`config.mk`:
```
export PLATFORM = sky130hd
export DESIGN_NAME = multi_cycle_controller
export DESIGN_NICKNAME = d
export VERILOG_FILES = /design/src/rtl/multi_cycle_controller.sv
export SDC_FILE = /design/constraint.sdc
export NUM_CORES = 1
export LEC_CHECK = 0
export BUFFER_PORTS_ARGS = -buffer_cell sky130_fd_sc_hd__buf_2
export CAP_MARGIN = 25
export CORE_MARGIN = 3
export CORE_UTILIZATION = 34
export CTS_BUF_LIST = sky130_fd_sc_hd__clkbuf_8
export CTS_CLUSTER_DIAMETER = 60
export DETAILED_ROUTE_END_ITERATION = 8
export PLACE_DENSITY = 0.6
export SLEW_MARGIN = 30
export SYNTH_ARGS = -nofsm -noshare
export SYNTH_HDL_FRONTEND = slang
export SYNTH_SLANG_ARGS = --single-unit
```
`constraint.sdc`:
```
create_clock -name clk -period 1.55 [get_ports clk]
set_clock_uncertainty 0.2 [all_clocks]
set_input_delay 0.0775 -clock clk [delete_from_list [all_inputs] [get_ports clk]]
set_output_delay 0.0775 -clock clk [all_outputs]
set_load 0.005 [all_outputs]
```
`src/rtl/multi_cycle_controller.sv`:
```
// multi_cycle_controller: multicycle CPU control FSM with a memory wait-state watchdog
module multi_cycle_controller #(
  parameter int MEM_WAIT_LIMIT = 16,
  parameter int CNT_W = 5
) (
  input  logic       clk,
  input  logic       rst,
  input  logic [2:0] opcode,
  input  logic       zero,
  input  logic       noOp,
  input  logic       moveTo,
  input  logic       memReady,
  output logic       pcWrite,
  output logic [1:0] pcSrc,
  output logic       iOrD,
  output logic       memRead,
  output logic       memWrite,
  output logic       irWrite,
  output logic       regWrite,
  output logic       regDst,
  output logic       memToReg,
  output logic       aluSrcA,
  output logic [1:0] aluSrcB,
  output logic [2:0] aluOp,
  output logic       instrDone,
  output logic       memErr
);
  typedef enum logic [3:0] {
    S_IF, S_ID, S_LD_MEM, S_LD_WB, S_ST_MEM, S_JMP, S_BZ, S_C_EX, S_C_WB, S_I_EX, S_I_WB
  } state_e;
  state_e state_q, state_d;
  logic [CNT_W-1:0] wait_cnt_q, wait_cnt_d;
  logic mem_err_q, mem_err_d;
  logic mem_st, timeout;
  logic pc_write, mem_read, mem_write, ir_write, reg_write;
  assign mem_st  = state_q inside {S_IF, S_LD_MEM, S_ST_MEM};
  assign timeout = mem_st && !memReady && wait_cnt_q == CNT_W'(MEM_WAIT_LIMIT - 1);
  always_ff @(posedge clk) begin
    if (rst) begin
      state_q    <= S_IF;
      wait_cnt_q <= '0;
      mem_err_q  <= 1'b0;
    end else begin
      state_q    <= state_d;
      wait_cnt_q <= wait_cnt_d;
      mem_err_q  <= mem_err_d;
    end
  end
  always_comb begin
    state_d = S_IF;
    case (state_q)
      S_IF:     state_d = memReady ? S_ID : S_IF;
      S_ID:     state_d = opcode == 3'b000 ? S_LD_MEM :
                          opcode == 3'b001 ? S_ST_MEM :
                          opcode == 3'b010 ? S_JMP :
                          opcode == 3'b011 ? S_BZ :
                          opcode == 3'b100 ? S_C_EX : S_I_EX;
      S_LD_MEM: state_d = memReady ? S_LD_WB : timeout ? S_IF : S_LD_MEM;
      S_ST_MEM: state_d = (memReady || timeout) ? S_IF : S_ST_MEM;
      S_C_EX:   state_d = noOp ? S_IF : S_C_WB;
      S_I_EX:   state_d = S_I_WB;
      default:  state_d = S_IF;
    endcase
  end
  // A fetch timeout stays in IF but must still restart its wait count
  always_comb begin
    wait_cnt_d = (state_d != state_q || timeout) ? '0 :
                 (mem_st && !memReady) ? wait_cnt_q + 1'b1 : wait_cnt_q;
    mem_err_d  = mem_err_q | timeout;
  end
  always_comb begin
    pc_write  = 1'b0;
    pcSrc     = 2'b00;
    iOrD      = 1'b0;
    mem_read  = 1'b0;
    mem_write = 1'b0;
    ir_write  = 1'b0;
    reg_write = 1'b0;
    regDst    = 1'b0;
    memToReg  = 1'b0;
    aluSrcA   = 1'b0;
    aluSrcB   = 2'b00;
    aluOp     = 3'b000;
    case (state_q)
      S_IF: begin
        mem_read = 1'b1;
        aluSrcB  = 2'b01;
        ir_write = memReady;
        pc_write = memReady;
      end
      S_LD_MEM: begin
        mem_read = 1'b1;
        iOrD     = 1'b1;
      end
      S_LD_WB: begin
        reg_write = 1'b1;
        memToReg  = 1'b1;
      end
      S_ST_MEM: begin
        mem_write = 1'b1;
        iOrD      = 1'b1;
      end
      S_JMP: begin
        pcSrc    = 2'b01;
        pc_write = 1'b1;
      end
      S_BZ: begin
        pcSrc    = 2'b01;
        pc_write = zero;
      end
      S_C_EX: begin
        aluSrcA = 1'b1;
        aluOp   = 3'b111;
      end
      S_C_WB: begin
        reg_write = 1'b1;
        regDst    = moveTo;
      end
      S_I_EX: begin
        aluSrcA = 1'b1;
        aluSrcB = 2'b10;
        aluOp   = opcode == 3'b110 ? 3'b001 : opcode == 3'b111 ? 3'b010 : 3'b000;
      end
      S_I_WB:  reg_write = 1'b1;
      default: ;
    endcase
  end
  assign pcWrite   = pc_write & ~rst;
  assign memRead   = mem_read & ~rst;
  assign memWrite  = mem_write & ~rst;
  assign irWrite   = ir_write & ~rst;
  assign regWrite  = reg_write & ~rst;
  assign instrDone = state_q != S_IF && state_d == S_IF && !rst;
  assign memErr    = mem_err_q;
endmodule

```
==> metrics, run 1 <==
Cell Count Post-Placement 165; vias in the first global route 917; Syn Std Cell Area 766 µm²; n_diodes 0; Combinational Power Share 38.2%; clk buf depth 2; status complete, but fails checks; Final Wtd Congestion 0.841; Sw Pwr 0.315 mW; clk_lat worst skew 0.25 ns; worst slack, placed -0.206 ns; Peak supply drop 0.580 mV; Clk pin slew, worst setup/hold paths 0.06 ns; GR peak layer met2; Critical Path AT 1.74 ns; per-cell routed wire length 16.4 µm; post-layout min period 2.02 ns; die width 53.5 µm; 1st-iter DRT viols 20; Synth Net Count 107; Flop pwr share 27.9%; Final setup viols 21; Max Slew Vio Count 0; Distinct cells, synth 38; CP endpoint instrDone; iteration count of the initial detailed-routing pass 4; clock power share 33.9%; CORE AREA 0.00204 mm²; Row Count 16; area of the multi-input gates 764 µm²; Num Clock Sinks 10; num ports 27; FF-to-FF setup slack -0.23 ns; Hold Vio Cnt, Final 0; Finished Layout Cells 191; met1 Usage GRT 25.1%; Port Buf Inserts 25; slowest cell delay on critical path 0.35 ns; Post-route DRC 0; Detailed Route WL 3130 µm; Max-Cap Viols 0; Root Buffer clkbuf_8; internal power 0.707 mW; startpoint type of the worst setup path register; Overflow after GRT 0; storage element area 218 µm²; global routing usage on met2 39.4%; Die Y 53.5 µm; Setup Crit Path Kind register to primary output; Post-DP Area 0.00113 mm²; violated checks negative setup slack; initial antenna violation count 0; Synth top area share 26.1%; Final Power 1.02 mW; TritonCTS buffer count 3; CTS tree done; Critical-path top delay cell dfxtp_2; cell with the most instances after synthesis nor2_1; unrepaired setup endpoints after global routing true; vias 1,017; Syn Inst Count 96; pwr/cell area 620 mW/mm²; die outline area 0.00286 mm²; CP endpoint kind primary output; LEAKAGE 0.728 nW; Reg2Reg Depth 8; post-route ant nets 0; FMAX 0.496 GHz; switching share of power 30.8%; r2r startpoint wait_cnt_q[1]$_SDFFE_PP0P_; CP startpoint wait_cnt_q[1]$_SDFFE_PP0P_; Critical R2R Capture wait_cnt_q[1]$_SDFFE_PP0P_; share of layout cells above drive strength 1 71.3%; Ys Warns 0; Max Fanout on Critical Path 3; Seq cells post-synth 10; Post-synth EDFFs 0; vias per std cell 5.32; Tot GR Track Use 21.6%; fillcell total 123; CP Cell Sequence ha_4 > and3_4 > ha_4 > nor4b_2 > a32o_2 > nor4b_2 > buf_2; Synth area leader dfxtp_1; Worst Hold Class input pin to register; layout net count 176; initial core utilization 37.5%; DP Wirelength 1550 µm; largest net degree at the start of global routing 9; first-pass GRT wire length 4420 µm; top cells by count, synth nor2_1, dfxtp_1, a21oi_1, nand2b_1, nor3_1; Main synth FF type dfxtp_1; H-tree depth 1; Mapped Avg Cell Area 7.98 µm²; setup ws final -0.468 ns; final instance area 0.00165 mm²; Layout area overhead 115%; met3 Use GR 4.23%; Hold Worst Slack 0.0156 ns; sequential element share of the synthesized area 26.1%; period utilization 130%; fraction of registers with async set/reset 0%; Critical Path RT 1.27 ns; Synth area leaders dfxtp_1, nor2_1, nand2b_1, nor2b_1, a21oi_1
power by group through the flow:
stage | combinational [mW] | clock [mW] | sequential [mW]
4_1_cts | 0.328 | 0.348 | 0.284
5_1_grt | 0.416 | 0.367 | 0.285
2_1_floorplan | 0.135 | 0 | 0.281
3_3_place_gp | 0.238 | 0 | 0.288
6_report | 0.391 | 0.346 | 0.284
3_5_place_dp | 0.242 | 0 | 0.287
per-layer routing:
| metal | wire length (µm) | part of all wire [%] |
|---|---|---|
| met4 | 42 | 1.3 |
| met5 | 0 | 0 |
| met2 | 1680 | 54 |
| met3 | 137 | 4.4 |
| met1 | 1270 | 41 |
flip-flops by register name, summed over array words and instances, names as in the netlist:
register,flops
memErr,1
wait_cnt_q,5
state_q,4
repair_timing:
item / 4_1_cts / 5_1_grt
hold endpoints to repair: 5 / 0
resized for setup: 43 / 24
hold buffers: 1 / 0
pin swaps: 19 / 11
endpoints found under the setup margin: 22 / 24
buffers inserted: 13 / 8
cloned: 1 / 0
per-stage QoR:
step | setup TNS, ns | util [%]
6_report | -3.29 | 80.7
5_1_grt | -4.68 | 80.7
4_1_cts | -2.53 | 72.0
3_5_place_dp | -0.556 | 55.3
3_3_place_gp | -0.299 | 55.3
2_1_floorplan | -0.0331 | -
final cells by class:
type / count / share of cell area (%)
clock buffers: 4 / 3.34
inverters: 2 / 0.456
multi-input cells: 77 / 46.4
flip-flops and latches: 10 / 13.2
well taps: 27 / 2.05
repair buffers: 71 / 34.5
cell families (layout without fill, tap and decap cells):
| logic type | after synthesis | after routing | synth area share, % |
|---|---|---|---|
| other | 1 | 1 | 0.490 |
| AOI/OAI and AO/OA | 19 | 19 | 21.1 |
| muxes | 2 | 2 | 2.78 |
| xor gates and xnor gates | 4 | 4 | 4.58 |
| adders and majority gates | 2 | 2 | 3.27 |
| and+or+nand+nor | 49 | 49 | 35.8 |
| buffers and inverters | 9 | 77 | 5.88 |
| DFF | 10 | 10 | 26.1 |
layout by cell type, fill, tap and decap left out, types with 2 or more instances in the layout:
cell,instances
dfxtp_4,4
ha_4,2
clkbuf_8,4
dfxtp_1,4
nand2b_4,4
and3b_1,2
a21oi_2,2
nor4_4,3
inv_1,2
buf_4,20
buf_6,23
nand2b_1,2
dfxtp_2,2
nor3_1,2
nor2_2,2
xor2_1,2
nor2_1,9
xnor2_1,2
nand2_1,3
a21oi_1,3
nor4b_2,2
nor2_4,2
nor2b_1,3
buf_2,26
nor3_2,4
nand3_2,2
worst min-delay path by stage:
| stage | start | to | slack, ns | cells past startpoint |
|---|---|---|---|---|
| 2_1_floorplan | opcode[0] | aluOp[0] | 0.008 | 1 |
| 3_3_place_gp | rst | memErr$_SDFF_PP0_ | 0.21 | 2 |
| 3_5_place_dp | rst | memErr$_SDFF_PP0_ | 0.21 | 2 |
| 4_1_cts | noOp | state_q[3]$_SDFF_PP0_ | -0.04 | 4 |
| 5_1_grt | noOp | state_q[3]$_SDFF_PP0_ | 0.05 | 4 |
| 6_report | noOp | state_q[3]$_SDFF_PP0_ | 0.02 | 4 |
worst max-delay path: cells and delay by family (launching register included):
kind | cells | cell delay, ns
adders and majority gates | 2 | 0.29
DFF | 1 | 0.35
and+or+nand+nor | 3 | 0.45
AOI/OAI and AO/OA | 1 | 0.24
buffers and inverters | 1 | 0.15
No activity file was read; power rests on OpenSTA's default activity.
==> run 2, diff against run 1 <==
--- a/config.mk
+++ b/config.mk
@@ -7,6 +7,7 @@
 export LEC_CHECK = 0
 export BUFFER_PORTS_ARGS = -buffer_cell sky130_fd_sc_hd__buf_2
 export CAP_MARGIN = 25
+export CORE_ASPECT_RATIO = 1.25
 export CORE_MARGIN = 3
 export CORE_UTILIZATION = 34
 export CTS_BUF_LIST = sky130_fd_sc_hd__clkbuf_8
==> run 2 against run 1 <==
Largest cell class unchanged. Maximum frequency hardly changed. Clock power is 24% lower. Combinational power is 13% lower. The run ends with negative hold slack, negative setup slack left.
==> metrics, run 2 (synthesis gave the netlist of run 1 again) <==
CP endpoint kind primary output; Largest register FFs 5 (unchanged); Max Slew Vio Count 0 (unchanged); Worst Hold Class input pin to register; Critical Path AT 1.74 ns (about the same); vias per std cell 5.04 (-5.4%); Hold Worst Slack -0.0299 ns (-0.0455 ns); Max-Cap Viols 0 (unchanged); Detailed Route WL 2570 µm (-18%); iteration count of the initial detailed-routing pass 4 (unchanged); post-route ant nets 0 (unchanged); Setup Crit Path Kind register to primary output; clk buf depth 2 (unchanged); Final setup viols 15 (-29%); setup ws final -0.469 ns (-0.000981 ns); final instance area 0.00152 mm² (-8.0%); post-layout min period 2.02 ns (+0.000981 ns); layout net count 167 (-5.1%); Critical Path RT 1.27 ns (about the same); DP Wirelength 1630 µm (+5.1%); Layout area overhead 98.0%; Clk pin slew, worst setup/hold paths 0.04 ns (-0.02 ns); Overflow after GRT 0 (unchanged); startpoint type of the worst setup path register; initial antenna violation count 0 (unchanged); FMAX 0.495 GHz (about the same); Max Fanout on Critical Path 3 (unchanged); Root Buffer clkbuf_8; Port Buf Inserts 25 (unchanged); pwr/cell area 587 mW/mm² (-5.4%); Top reg by flops wait_cnt_q; violated checks negative hold slack, negative setup slack; TritonCTS buffer count 3 (unchanged); Post-route DRC 0 (unchanged); num ports 27 (unchanged); die width 48.4 µm (-9.4%); status complete, but fails checks; first-pass GRT wire length 3930 µm (-11%); Num Clock Sinks 10 (unchanged); vias 927 (-8.8%); hold_buf cts 1 (unchanged); Peak supply drop 0.664 mV (+14%); share of layout cells above drive strength 1 68.2% (-3.2 points); unrepaired setup endpoints after global routing true; commonest cells after routing, fill and taps aside buf_2, buf_4, buf_6, nor2_1; period utilization 130% (about the same); vias in the first global route 912 (-0.55%); Final Power 0.890 mW (-13%); CTS tree done; Hold Vio Cnt, Final 1 (+1); per-cell routed wire length 14.0 µm (-15%); die outline area 0.00286 mm² (+0.13%); LEAKAGE 0.653 nW (-10%); H-tree depth 1 (unchanged); initial core utilization 37.4% (-0.14 points); Die Y 59.1 µm (+10%); largest net degree at the start of global routing 9 (unchanged); Post-DP Area 0.00114 mm² (+1.2%); CORE AREA 0.00205 mm² (+0.37%); Tot GR Track Use 17.8% (-3.8 points); 1st-iter DRT viols 14 (-30%); Row Count 18 (+2); n_diodes 0 (unchanged); commonest non-fill, non-tap cell in the layout buf_2; clk_lat worst skew 0.23 ns (-0.02 ns); Final Wtd Congestion 0.757 (-10%)
[run 2: changes by cell type in the layout (fill, tap and decap cells not counted), sizes merged]
cell / previous run / this run
buf: 70 / 61
clkbuf: 4 / 3
[run 2: routing by layer]
metal | wire length, µm | vias up | share of wire, % | track usage [%]
li1 | - | 467 | - | -
met2 | 1420 | 23 | 55 | 33.9
met4 | 74 | 0 | 2.9 | 11.8
met1 | 983 | 430 | 38 | 18.1
met5 | 0 | - | 0 | 0
met3 | 91 | 7 | 3.5 | 2.77
[run 2: path summary, 6_finish.rpt]
| check | start | to | slack [ns] | cells past startpoint |
|---|---|---|---|---|
| worst max-delay path | wait_cnt_q[1]$_SDFFE_PP0P_ | instrDone | -0.47 | 7 |
| worst max register to register | wait_cnt_q[0]$_SDFFE_PP0P_ | wait_cnt_q[3]$_SDFFE_PP0P_ | -0.30 | 9 |
| worst min register to register | memErr$_SDFF_PP0_ | memErr$_SDFF_PP0_ | 0.28 | 2 |
| worst min-delay path | noOp | state_q[3]$_SDFF_PP0_ | -0.03 | 4 |
[run 2: area by class of cell]
class                           count  area [µm²]
Sequential cell                    10         218
Clock buffer                        3        41.3
Fill cell                         155         533
Timing Repair Buffer               62         465
Tap cell                           30        37.5
Multi-Input combinational cell     77         747
Inverter                            2        7.51
[run 2: repair_timing]
item / in CTS / in global routing
pin swaps: 7 / 12
endpoints found under the setup margin: 22 / 24
buffers inserted: 6 / 5
resized for setup: 37 / 24
endpoints found under the hold margin: 2 / 1
gates cloned: 0 / 0
[run 2: where the power goes]
part	switching, mW	leakage [nW]	internal, mW
clock	0.0929	0.0216	0.169
combinational	0.155	0.546	0.186
sequential	0.0196	0.0850	0.267
total	0.268	0.653	0.622
[run 2: per-stage QoR]
| step | cells | setup TNS, ns | utilization (%) | worst slack, ns | hold WS (ns) |
|---|---|---|---|---|---|
| detailed placement | 171 | -1.05 | 55.8 | -0.214 | 0.159 |
| CTS | 181 | -2.13 | 67.5 | -0.474 | -0.0386 |
| finish | 184 | -2.76 | 74.0 | -0.469 | -0.0299 |
| floorplan | 96 | -0.0331 | - | -0.0331 | 0.00826 |
| global route | 184 | -3.70 | 74.0 | -0.494 | -0.00512 |
| global placement | 171 | -0.819 | 55.8 | -0.184 | 0.150 |
[run 2: worst max-delay path, stage by stage (launching register included)]
cell     delay (ns)
dfxtp_2        0.34
ha_4           0.13
and3_4         0.19
ha_4           0.14
nor4b_2        0.04
a32o_2         0.25
nor4b_2        0.24
buf_2          0.16
